--- config.mk ---
export PLATFORM = sky130hd
export DESIGN_NAME = halt_resume_ctrl_flat
export DESIGN_NICKNAME = d
export VERILOG_FILES = /design/src/rtl/halt_resume_ctrl_pkg.sv /design/src/rtl/halt_resume_ctrl_if.sv /design/src/rtl/halt_cycle_counter.sv /design/src/rtl/halt_resume_ctrl.sv /design/src/flat_wrapper.sv
export SDC_FILE = /design/constraint.sdc
export NUM_CORES = 1
export LEC_CHECK = 0
export BUFFER_PORTS_ARGS = -buffer_cell sky130_fd_sc_hd__buf_2
export CORE_ASPECT_RATIO = 0.9
export CORE_MARGIN = 8
export CORE_UTILIZATION = 45
export DETAILED_ROUTE_END_ITERATION = 16
export GPL_TIMING_DRIVEN = 0
export PLACE_DENSITY_LB_ADDON = 0.12
export SYNTH_ARGS = -nofsm -noshare
export SYNTH_HDL_FRONTEND = slang
export SYNTH_SLANG_ARGS = --single-unit
--- constraint.sdc ---
create_clock -name clk -period 2.43 [get_ports clk]
set_input_delay 0.243 -clock clk [delete_from_list [all_inputs] [get_ports clk]]
set_output_delay 0.243 -clock clk [all_outputs]
set_load 0.05 [all_outputs]
--- src/rtl/halt_resume_ctrl_pkg.sv ---
// halt_ctrl_pkg: shared types and constants for the halt/resume protocol.
// Shared with the decode-stage halt detector.
package halt_ctrl_pkg;

   typedef enum logic [1:0] {
      RUN,
      DRAIN,
      HALTED,
      RESUME
   } halt_state_t;

   localparam int XLEN = 32;
   localparam int INSN_BYTES = 4;
   localparam logic [31:0] HALT_INSTRUCTION = 32'hFFFF_FFFF;

endpackage

--- src/rtl/halt_resume_ctrl_if.sv ---
// halt_resume_ctrl_if: decode/IF-side signals of the halt/resume controller.
// master = environment (detector, debugger, IF stage), slave = controller.
interface halt_resume_ctrl_if
   import halt_ctrl_pkg::*;
#(
   parameter int COUNT_W = 16
);

   logic               Halt;
   logic [XLEN-1:0]    Halt_PC;
   logic               Resume_Req;
   logic               Resume_Use_PC;
   logic [XLEN-1:0]    Resume_PC;
   logic               Resume_Ack;
   logic               Stall_Fetch;
   logic               Flush_Younger;
   logic               Halted;
   logic [XLEN-1:0]    Halted_PC;
   logic               PC_Load;
   logic [XLEN-1:0]    PC_Load_Value;
   logic [COUNT_W-1:0] Halt_Count;
   logic               Timeout;

   modport master (
      output Halt, Halt_PC, Resume_Req, Resume_Use_PC, Resume_PC,
      input  Resume_Ack, Stall_Fetch, Flush_Younger, Halted,
      input  Halted_PC, PC_Load, PC_Load_Value, Halt_Count, Timeout
   );

   modport slave (
      input  Halt, Halt_PC, Resume_Req, Resume_Use_PC, Resume_PC,
      output Resume_Ack, Stall_Fetch, Flush_Younger, Halted,
      output Halted_PC, PC_Load, PC_Load_Value, Halt_Count, Timeout
   );

endinterface

--- src/rtl/halt_cycle_counter.sv ---
// halt_cycle_counter: loadable down-counter with zero flag.
// Holds at zero; load has priority over decrement.
module halt_cycle_counter #(
   parameter int W = 2
) (
   input  logic         clk,
   input  logic         rst_n,
   input  logic         load,
   input  logic [W-1:0] load_val,
   input  logic         dec,
   output logic         zero
);

   logic [W-1:0] cnt_q;

   always_ff @(posedge clk or negedge rst_n) begin
      if (!rst_n) begin
         cnt_q <= '0;
      end else if (load) begin
         cnt_q <= load_val;
      end else if (dec && cnt_q != '0) begin
         cnt_q <= cnt_q - 1'b1;
      end
   end

   assign zero = (cnt_q == '0);

endmodule

--- src/rtl/halt_resume_ctrl.sv ---
// halt_resume_ctrl: stall/squash/drain on HALT, hold halted, resume on request.
// Optional watchdog auto-resume enabled by `define HALT_AUTO_RESUME_EN.
module halt_resume_ctrl
   import halt_ctrl_pkg::*;
#(
   parameter int DRAIN_CYCLES       = 3,
   parameter int COUNT_W            = 16,
   parameter int AUTO_RESUME_CYCLES = 1024
) (
   input logic               clk,
   input logic               reset_n,
   halt_resume_ctrl_if.slave bus
);

   localparam int DW = (DRAIN_CYCLES > 1) ? $clog2(DRAIN_CYCLES) : 1;

   if (DRAIN_CYCLES < 1 || AUTO_RESUME_CYCLES < 1) begin : g_bad_param
      $error("halt_resume_ctrl: DRAIN_CYCLES and AUTO_RESUME_CYCLES must be >= 1");
   end

   halt_state_t        state_q;
   halt_state_t        state_d;
   logic               halt_take;
   logic               drain_zero;
   logic               wd_fire;
   logic               first_q;
   logic [XLEN-1:0]    hpc_q;
   logic [XLEN-1:0]    tgt_q;
   logic [COUNT_W-1:0] hcnt_q;

   assign halt_take = (state_q == RUN) && bus.Halt;

   halt_cycle_counter #(.W(DW)) u_drain (
      .clk      (clk),
      .rst_n    (reset_n),
      .load     (halt_take),
      .load_val (DW'(DRAIN_CYCLES - 1)),
      .dec      (state_q == DRAIN),
      .zero     (drain_zero)
   );

`ifdef HALT_AUTO_RESUME_EN
   localparam int AW = (AUTO_RESUME_CYCLES > 1) ? $clog2(AUTO_RESUME_CYCLES) : 1;

   logic wd_zero;
   logic tmo_q;

   // Reloaded on the DRAIN->HALTED edge so the first HALTED cycle counts as 0
   halt_cycle_counter #(.W(AW)) u_wdog (
      .clk      (clk),
      .rst_n    (reset_n),
      .load     ((state_q == DRAIN) && drain_zero),
      .load_val (AW'(AUTO_RESUME_CYCLES - 1)),
      .dec      (state_q == HALTED),
      .zero     (wd_zero)
   );

   assign wd_fire = (state_q == HALTED) && wd_zero;

   always_ff @(posedge clk or negedge reset_n) begin
      if (!reset_n) begin
         tmo_q <= 1'b0;
      end else if (state_q == HALTED) begin
         if (bus.Resume_Req) tmo_q <= 1'b0;
         else if (wd_fire)   tmo_q <= 1'b1;
      end
   end

   assign bus.Timeout = tmo_q;
`else
   assign wd_fire     = 1'b0;
   assign bus.Timeout = 1'b0;
`endif

   always_ff @(posedge clk or negedge reset_n) begin
      if (!reset_n) state_q <= RUN;
      else          state_q <= state_d;
   end

   always_comb begin
      state_d = state_q;
      unique case (state_q)
         RUN:     if (bus.Halt) state_d = DRAIN;
         DRAIN:   if (drain_zero) state_d = HALTED;
         HALTED:  if (bus.Resume_Req || wd_fire) state_d = RESUME;
         RESUME:  state_d = RUN;
         default: state_d = RUN;
      endcase
   end

   // Target re-latched every HALTED cycle; the value on the exit edge wins
   always_ff @(posedge clk or negedge reset_n) begin
      if (!reset_n) begin
         first_q <= 1'b0;
         hpc_q   <= '0;
         tgt_q   <= '0;
         hcnt_q  <= '0;
      end else begin
         first_q <= halt_take;
         if (halt_take) begin
            hpc_q <= bus.Halt_PC;
            if (hcnt_q != '1) hcnt_q <= hcnt_q + 1'b1;
         end
         if (state_q == HALTED) begin
            if (bus.Resume_Req && bus.Resume_Use_PC)
               tgt_q <= {bus.Resume_PC[XLEN-1:2], 2'b00};
            else
               tgt_q <= hpc_q + XLEN'(INSN_BYTES);
         end
      end
   end

   assign bus.Stall_Fetch   = (state_q == DRAIN) || (state_q == HALTED);
   assign bus.Flush_Younger = ((state_q == DRAIN) && first_q) ||
                              (state_q == RESUME);
   assign bus.Halted        = (state_q == HALTED);
   assign bus.PC_Load       = (state_q == RESUME);
   assign bus.Resume_Ack    = (state_q == RESUME);
   assign bus.PC_Load_Value = (state_q == RESUME) ? tgt_q : '0;
   assign bus.Halted_PC     = hpc_q;
   assign bus.Halt_Count    = hcnt_q;

endmodule

--- src/flat_wrapper.sv ---
// flat-port wrapper written by rule: the top's interface ports become plain ports
module halt_resume_ctrl_flat import halt_ctrl_pkg::*;
#(
   parameter int DRAIN_CYCLES       = 3,
   parameter int COUNT_W            = 16,
   parameter int AUTO_RESUME_CYCLES = 1024
)
  (clk, reset_n, bus_Halt, bus_Halt_PC, bus_Resume_Req, bus_Resume_Use_PC, bus_Resume_PC, bus_Resume_Ack, bus_Stall_Fetch, bus_Flush_Younger, bus_Halted, bus_Halted_PC, bus_PC_Load, bus_PC_Load_Value, bus_Halt_Count, bus_Timeout);
  halt_resume_ctrl_if #(.COUNT_W(COUNT_W)) bus_i ();
  input logic clk;
  input logic reset_n;
  input wire logic [$bits(bus_i.Halt)-1:0] bus_Halt;
  input wire logic [$bits(bus_i.Halt_PC)-1:0] bus_Halt_PC;
  input wire logic [$bits(bus_i.Resume_Req)-1:0] bus_Resume_Req;
  input wire logic [$bits(bus_i.Resume_Use_PC)-1:0] bus_Resume_Use_PC;
  input wire logic [$bits(bus_i.Resume_PC)-1:0] bus_Resume_PC;
  output wire logic [$bits(bus_i.Resume_Ack)-1:0] bus_Resume_Ack;
  output wire logic [$bits(bus_i.Stall_Fetch)-1:0] bus_Stall_Fetch;
  output wire logic [$bits(bus_i.Flush_Younger)-1:0] bus_Flush_Younger;
  output wire logic [$bits(bus_i.Halted)-1:0] bus_Halted;
  output wire logic [$bits(bus_i.Halted_PC)-1:0] bus_Halted_PC;
  output wire logic [$bits(bus_i.PC_Load)-1:0] bus_PC_Load;
  output wire logic [$bits(bus_i.PC_Load_Value)-1:0] bus_PC_Load_Value;
  output wire logic [$bits(bus_i.Halt_Count)-1:0] bus_Halt_Count;
  output wire logic [$bits(bus_i.Timeout)-1:0] bus_Timeout;
  assign bus_i.Halt = bus_Halt;
  assign bus_i.Halt_PC = bus_Halt_PC;
  assign bus_i.Resume_Req = bus_Resume_Req;
  assign bus_i.Resume_Use_PC = bus_Resume_Use_PC;
  assign bus_i.Resume_PC = bus_Resume_PC;
  assign bus_Resume_Ack = bus_i.Resume_Ack;
  assign bus_Stall_Fetch = bus_i.Stall_Fetch;
  assign bus_Flush_Younger = bus_i.Flush_Younger;
  assign bus_Halted = bus_i.Halted;
  assign bus_Halted_PC = bus_i.Halted_PC;
  assign bus_PC_Load = bus_i.PC_Load;
  assign bus_PC_Load_Value = bus_i.PC_Load_Value;
  assign bus_Halt_Count = bus_i.Halt_Count;
  assign bus_Timeout = bus_i.Timeout;
  halt_resume_ctrl #(.DRAIN_CYCLES(DRAIN_CYCLES), .COUNT_W(COUNT_W), .AUTO_RESUME_CYCLES(AUTO_RESUME_CYCLES)) u_core (.clk(clk), .reset_n(reset_n), .bus(bus_i));
endmodule
After elaboration in Yosys (flattened, before gate mapping)
Index checks and enable logic that the tools add are counted.
{ "totals": {"ff_bits": 85, "latch_bits": 0, "mem_bits_rw": 0, "mem_bits_ro": 0, "inputBits": 69, "out_inout_bits": 86, "wordCells": 36, "memories": 0} }
{ "op_classes": {"add_sub_neg": 3, "n_mul": 0, "div_mod_pow": 0, "order_cmp": 0, "eq_ne": 7, "shift": 0, "mux": 8, "n_bitwise": 0, "reduce_logical": 12} }
{ "op_table": {"columns": ["cell", "n"], "rows": [
  ["2-to-1 mux 32 bit", 2],
  ["adder 32 x 3 -> 32 bit, second input constant", 1],
  ["adder 16 x 1 -> 16 bit, second input constant", 1],
  ["inequality test 16 bit, second input constant", 1],
  ["2-to-1 mux 2 bit", 5],
  ["one-hot mux 2 bit (4 select lines)", 1],
  ["equality test 2 bit, second input constant", 2],
  ["logical AND 1 bit", 4],
  ["logical NOT 2 bit", 2],
  ["inequality test 2 bit, second input constant", 2],
  ["nonzero test 2 bit", 2],
  ["AND reduction 3 bit", 1],
  ["equality test 2 x 1 -> 1 bit, second input constant", 1],
  ["logical OR 1 bit", 2],
  ["inequality test 2 x 1 -> 1 bit, second input constant", 1],
  ["AND reduction 2 bit", 1],
  ["subtractor 2 x 1 -> 2 bit, second input constant", 1]
]} }

Logic depth before layout (Yosys ltp)
{ "logic_depth": {"word_depth": 4, "mapped_depth": 8, "depth_no_buf": 8} }

Cells and area by module
From an unflattened synthesis, not the netlist that was laid out.
{ "hier_totals": {"cells_unflattened": 515, "area_unflattened_um2": 4548.1} }
{ "by_module_without_submodules": {"columns": ["module", "instances", "cells_each", "area_per_inst_um2", "seq_area_each_um2"], "rows": [
  ["halt_resume_ctrl", 1, 502, 4415.5, 2077.0],
  ["halt_cycle_counter", 1, 13, 132.6, 50.0]
]} }

Least setup slack after synthesis
Ideal clock, no wire load.
{ "synth_timing": {"path_type": "register to register", "from": "reg u_core.hpc_q[2] (netlist: u_core.bus.Halted_PC[2])", "to": "reg u_core.tgt_q[28]", "setup_ps": 130, "arrival_time_ps": 2132, "t_required_ps": 2300, "setup_slack_ps": 168, "path_stages_with_launch": 8, "path_buffers": 1, "synth_period_minus_slack_ps": 2262, "cell_sequence": "dfrtp_1 -> ha_1 -> nand3_1 -> or4_4 -> buf_6 -> nor4_4 -> xnor2_1 -> o21ai_1"} }
{ "synth_via": {"elab_chain_cells": 2} }
{ "synth_lines": {"columns": ["item", "line", "source"], "rows": [
  ["start: declaration", "halt_resume_ctrl.sv:27", "logic [XLEN-1:0] hpc_q;"],
  ["start signal: assignment", "halt_resume_ctrl.sv:101", "hpc_q <= bus.Halt_PC;"],
  ["adder 32 x 3 -> 32 bit", "halt_resume_ctrl.sv:108", "tgt_q <= hpc_q + XLEN'(INSN_BYTES);"],
  ["2-to-1 mux 32 bit", "halt_resume_ctrl.sv:105", "if (bus.Resume_Req && bus.Resume_Use_PC)"],
  ["end signal: assignment", "halt_resume_ctrl.sv:106", "tgt_q <= {bus.Resume_PC[XLEN-1:2], 2'b00};"],
  ["end signal: assignment", "halt_resume_ctrl.sv:108", null],
  ["end: declaration", "halt_resume_ctrl.sv:28", "logic [XLEN-1:0] tgt_q;"]
]} }
No other way between the ends.
A chain may end at the register's enable or synchronous reset.

Final worst setup path
{ "layout_timing": {"from": "reg u_core.state_q[0]", "to": "out bus_PC_Load_Value[15]"} }
{ "layout_via": {"elab_chain_cells": 2} }
{ "layout_lines": {"columns": ["item", "line", "source"], "rows": [
  ["start: declaration", "halt_resume_ctrl.sv:21", "halt_state_t state_q;"],
  ["start signal: assignment", "halt_resume_ctrl.sv:77", "else state_q <= state_d;"],
  ["equality test 2 bit", "halt_resume_ctrl.sv:119", "assign bus.PC_Load_Value = (state_q == RESUME) ? tgt_q : '0;"],
  ["2-to-1 mux 32 bit", "halt_resume_ctrl.sv:119", null],
  ["end: declaration", "flat_wrapper.sv:23", "output wire logic [$bits(bus_i.PC_Load_Value)-1:0] bus_PC_Load_Value;"]
]} }
No other way between the ends.

==> reports/metrics.cfg <==
[logic_synthesis]
synth_fa_ha_area_share_pct=1.957
ys_seq_area_share_pct=47.54
synthMuxAreaShare_pct=1.482
synth_top_family_by_area=simple AND/OR/NAND/NOR gates
postSynthNetCount=587
syn_area_um2=4474
ys_warn_count=0
synthXorXnorAreaFrac_pct=7.047
ys_ff_latch=85
synth-compound-area-share_pct=8.333
synth.distinct_cells=43
synthSimpleGateAreaFrac_pct=28.61
syn_inst=511
async_flop_share_pct=100.0
synth_ff_type=dfrtp_1
synth_edf_count=0
syn_avg_cell_area_um2=8.756

[finish]
layout_common_cells=buf_2, nand2_1, dfrtp_1
finalNetCount=751
stdcell_area_um2=5613
area_delta_synth_final_pct=25.45
final_common_cell=buf_2
layout-drive-gt1-share_pct=27.25
diodes=0
fill_cells=927

[route]
finalWirelength_um=13510
drtPass1Iterations=5
routed_via_density=5.135
drt_iter0_drc=269
wl_per_cell_um=16.78
remaining_drc_errors=0
via_count=4134
ant_nets=0

[critical_path]
critical_path.startpoint_type=flip-flop
required_ns=2.19
crit_fanout=10
worst-endpoint-arrival_ns=1.94
cp-end-kind=output pin
crit_type=reg -> out

[placement]
place.gp.congestion=0.8180
placed_area_um2=5418
hpwl_um=10480
io_buffers=151

[clocking]
insertion_delay_ns=0.34
htreeDepth=3
clock_path_buffers=2
numCtsBuffers=9
path_clk_slew_ns=0.09
cts-root-buf=clkbuf_8
cts_tree=built
post_cts_resized=0
cts.sinks=85

[power]
power_density_nw_per_um2=1386
p_sw_mw=4.204
seqPwrFrac_pct=33.6
ir_worst_vdd_uv=882.3
p_sw_share_pct=54.02
power_frac_clock_pct=12.3
p_int_mw=3.578
cellLeakagePower_nw=2.804
pwr-share-comb_pct=54.1

[floorplan]
start_util_pct=46.33
core_area_um2=9657
io_pins=155
die_area_um2=13390
die_w_um=121.1
rows=34
dieHeight_um=110.6

[timing]
fin_crit_sh_pct=89.66
fin_setup_tns_ns=0
slew_violations=0
hold_violations=0
max_freq_ghz=0.4590
final-setup-viol-count=0
finalHoldWorstSlack_ns=0.08379
rsz0062_at_grt=false
fin_skew_ns=0.01359
worst_pin_slew_ns=0.6634
min_period_ns=2.179
maxSlewHeadroom_pct=55.77

[min_path]
hold_class=in -> reg

[global_route]
track_usage_pct=20.28
antenna_found_initial=0
grt-ovfl-total=0
grt_pass1_wl_um=22040
grt_max_degree=52
grt_pass1_vias=4288

[flow_run]
cap_violations=0

[outcome]
status=finished, final reports clean

what timing repair did:
item                      in CTS  in global routing
buffers inserted               0                  0
hold buffers                   1                  0
hold endpoints to repair      34                  0
through the flow:
step	setup WS, ns	instances	util (%)	total power, mW
5_1_grt	0.04556	805	58.12	8.315
2_1_floorplan	0.1683	511	-	5.649
6_report	0.2512	805	58.12	7.781
3_3_place_gp	0.2927	788	55.79	6.768
4_1_cts	0.2143	805	58.12	7.819
3_5_place_dp	0.2853	789	56.10	6.858
power groups by stage:
stage,clock [mW],sequential [mW],combinational (mW)
2_1_floorplan,0,3.49,2.16
3_3_place_gp,0,2.60,4.17
3_5_place_dp,0,2.63,4.23
4_1_cts,0.976,2.60,4.24
5_1_grt,1.03,2.70,4.58
6_report,0.954,2.61,4.21
final cells by class:
cell class                      count  area [um2]  area share (%)
Sequential cell                    85        2127           37.90
Multi-Input combinational cell    371        2126           37.87
Timing Repair Buffer              153       795.8           14.18
Clock buffer                       12       165.2           2.942
Tap cell                          126       157.7           2.809
Buffer                             26       112.6           2.006
Inverter                           29       108.9           1.939
Clock inverter                      3       20.02          0.3567
cell families after synthesis:
kind of cell	count (synthesis)
AO/OA/AOI/OAI	59
XOR/XNOR	36
adder cells (fa/ha/maj)	7
buffers and inverters	55
flip-flops	85
multiplexers	6
other	1
AND/OR/NAND/NOR	262
registers in the layout (all words and copies together), names as in the netlist:
name                   flops
u_core.bus.Halted_PC      32
u_core.tgt_q              32
u_core.bus.Halt_Count     16
u_core.state_q             2
u_core.u_drain.cnt_q       2
u_core.first_q             1
worst max-delay path, cell delays in order, from the launching register on:
cell      delay [ns]
dfrtp_1         0.42
ha_1            0.34
clkbuf_1        0.34
and2_1          0.22
buf_2           0.27
metal layers:
metal | vias to the layer above | GRT usage (%) | routed length [um]
met5 | - | 0 | 0
met4 | 0 | 4.326 | 136
met3 | 12 | 4.990 | 1064
met2 | 166 | 31.81 | 6192
met1 | 1926 | 27.54 | 6116
li1 | 2030 | - | -
synth_stat cells (2+ instances only):
cell / instances / area [um2]
nand3_2: 2 / 20.02
o21a_1: 2 / 15.01
ha_1: 7 / 87.58
clkbuf_1: 19 / 71.32
xor2_1: 14 / 122.6
and2_1: 33 / 206.5
or4_1: 2 / 15.01
xnor2_1: 22 / 192.7
or2_2: 2 / 12.51
buf_4: 2 / 15.01
nor4_1: 6 / 37.54
a21oi_1: 4 / 20.02
and4_1: 3 / 26.28
nor3_1: 7 / 35.03
nand3_1: 30 / 150.1
nor2_1: 16 / 60.06
o21ai_0: 26 / 130.1
and3_1: 3 / 18.77
o221ai_1: 11 / 96.34
dfrtp_1: 85 / 2127
nor2b_1: 6 / 37.54
o22ai_1: 5 / 31.28
mux2_2: 5 / 56.30
inv_1: 29 / 108.9
a31oi_1: 5 / 31.28
nand4_1: 13 / 81.33
buf_1: 4 / 15.01
nor3_2: 3 / 30.03
nand2_1: 131 / 491.7
path summary, 6_finish.rpt:
| check | startpoint | end | slack, ns | depth (start not counted) |
|---|---|---|---|---|
| worst max-delay path | u_core.state_q[0] | bus_PC_Load_Value[15] | 0.25 | 4 |
| worst min-delay path | bus_Halt_PC[22] | u_core.bus.Halted_PC[22] | 0.08 | 3 |
| worst max register to register | u_core.bus.Halted_PC[2] | u_core.tgt_q[24] | 0.27 | 7 |
| worst min register to register | u_core.bus.Halt_Count[6] | u_core.bus.Halt_Count[6] | 0.50 | 1 |
| max in group asynchronous | reset_n | u_core.tgt_q[23] | 1.42 | 3 |
| min in group asynchronous | reset_n | u_core.bus.Halt_Count[2] | 0.38 | 2 |
Power figures use the tool's default switching activity.
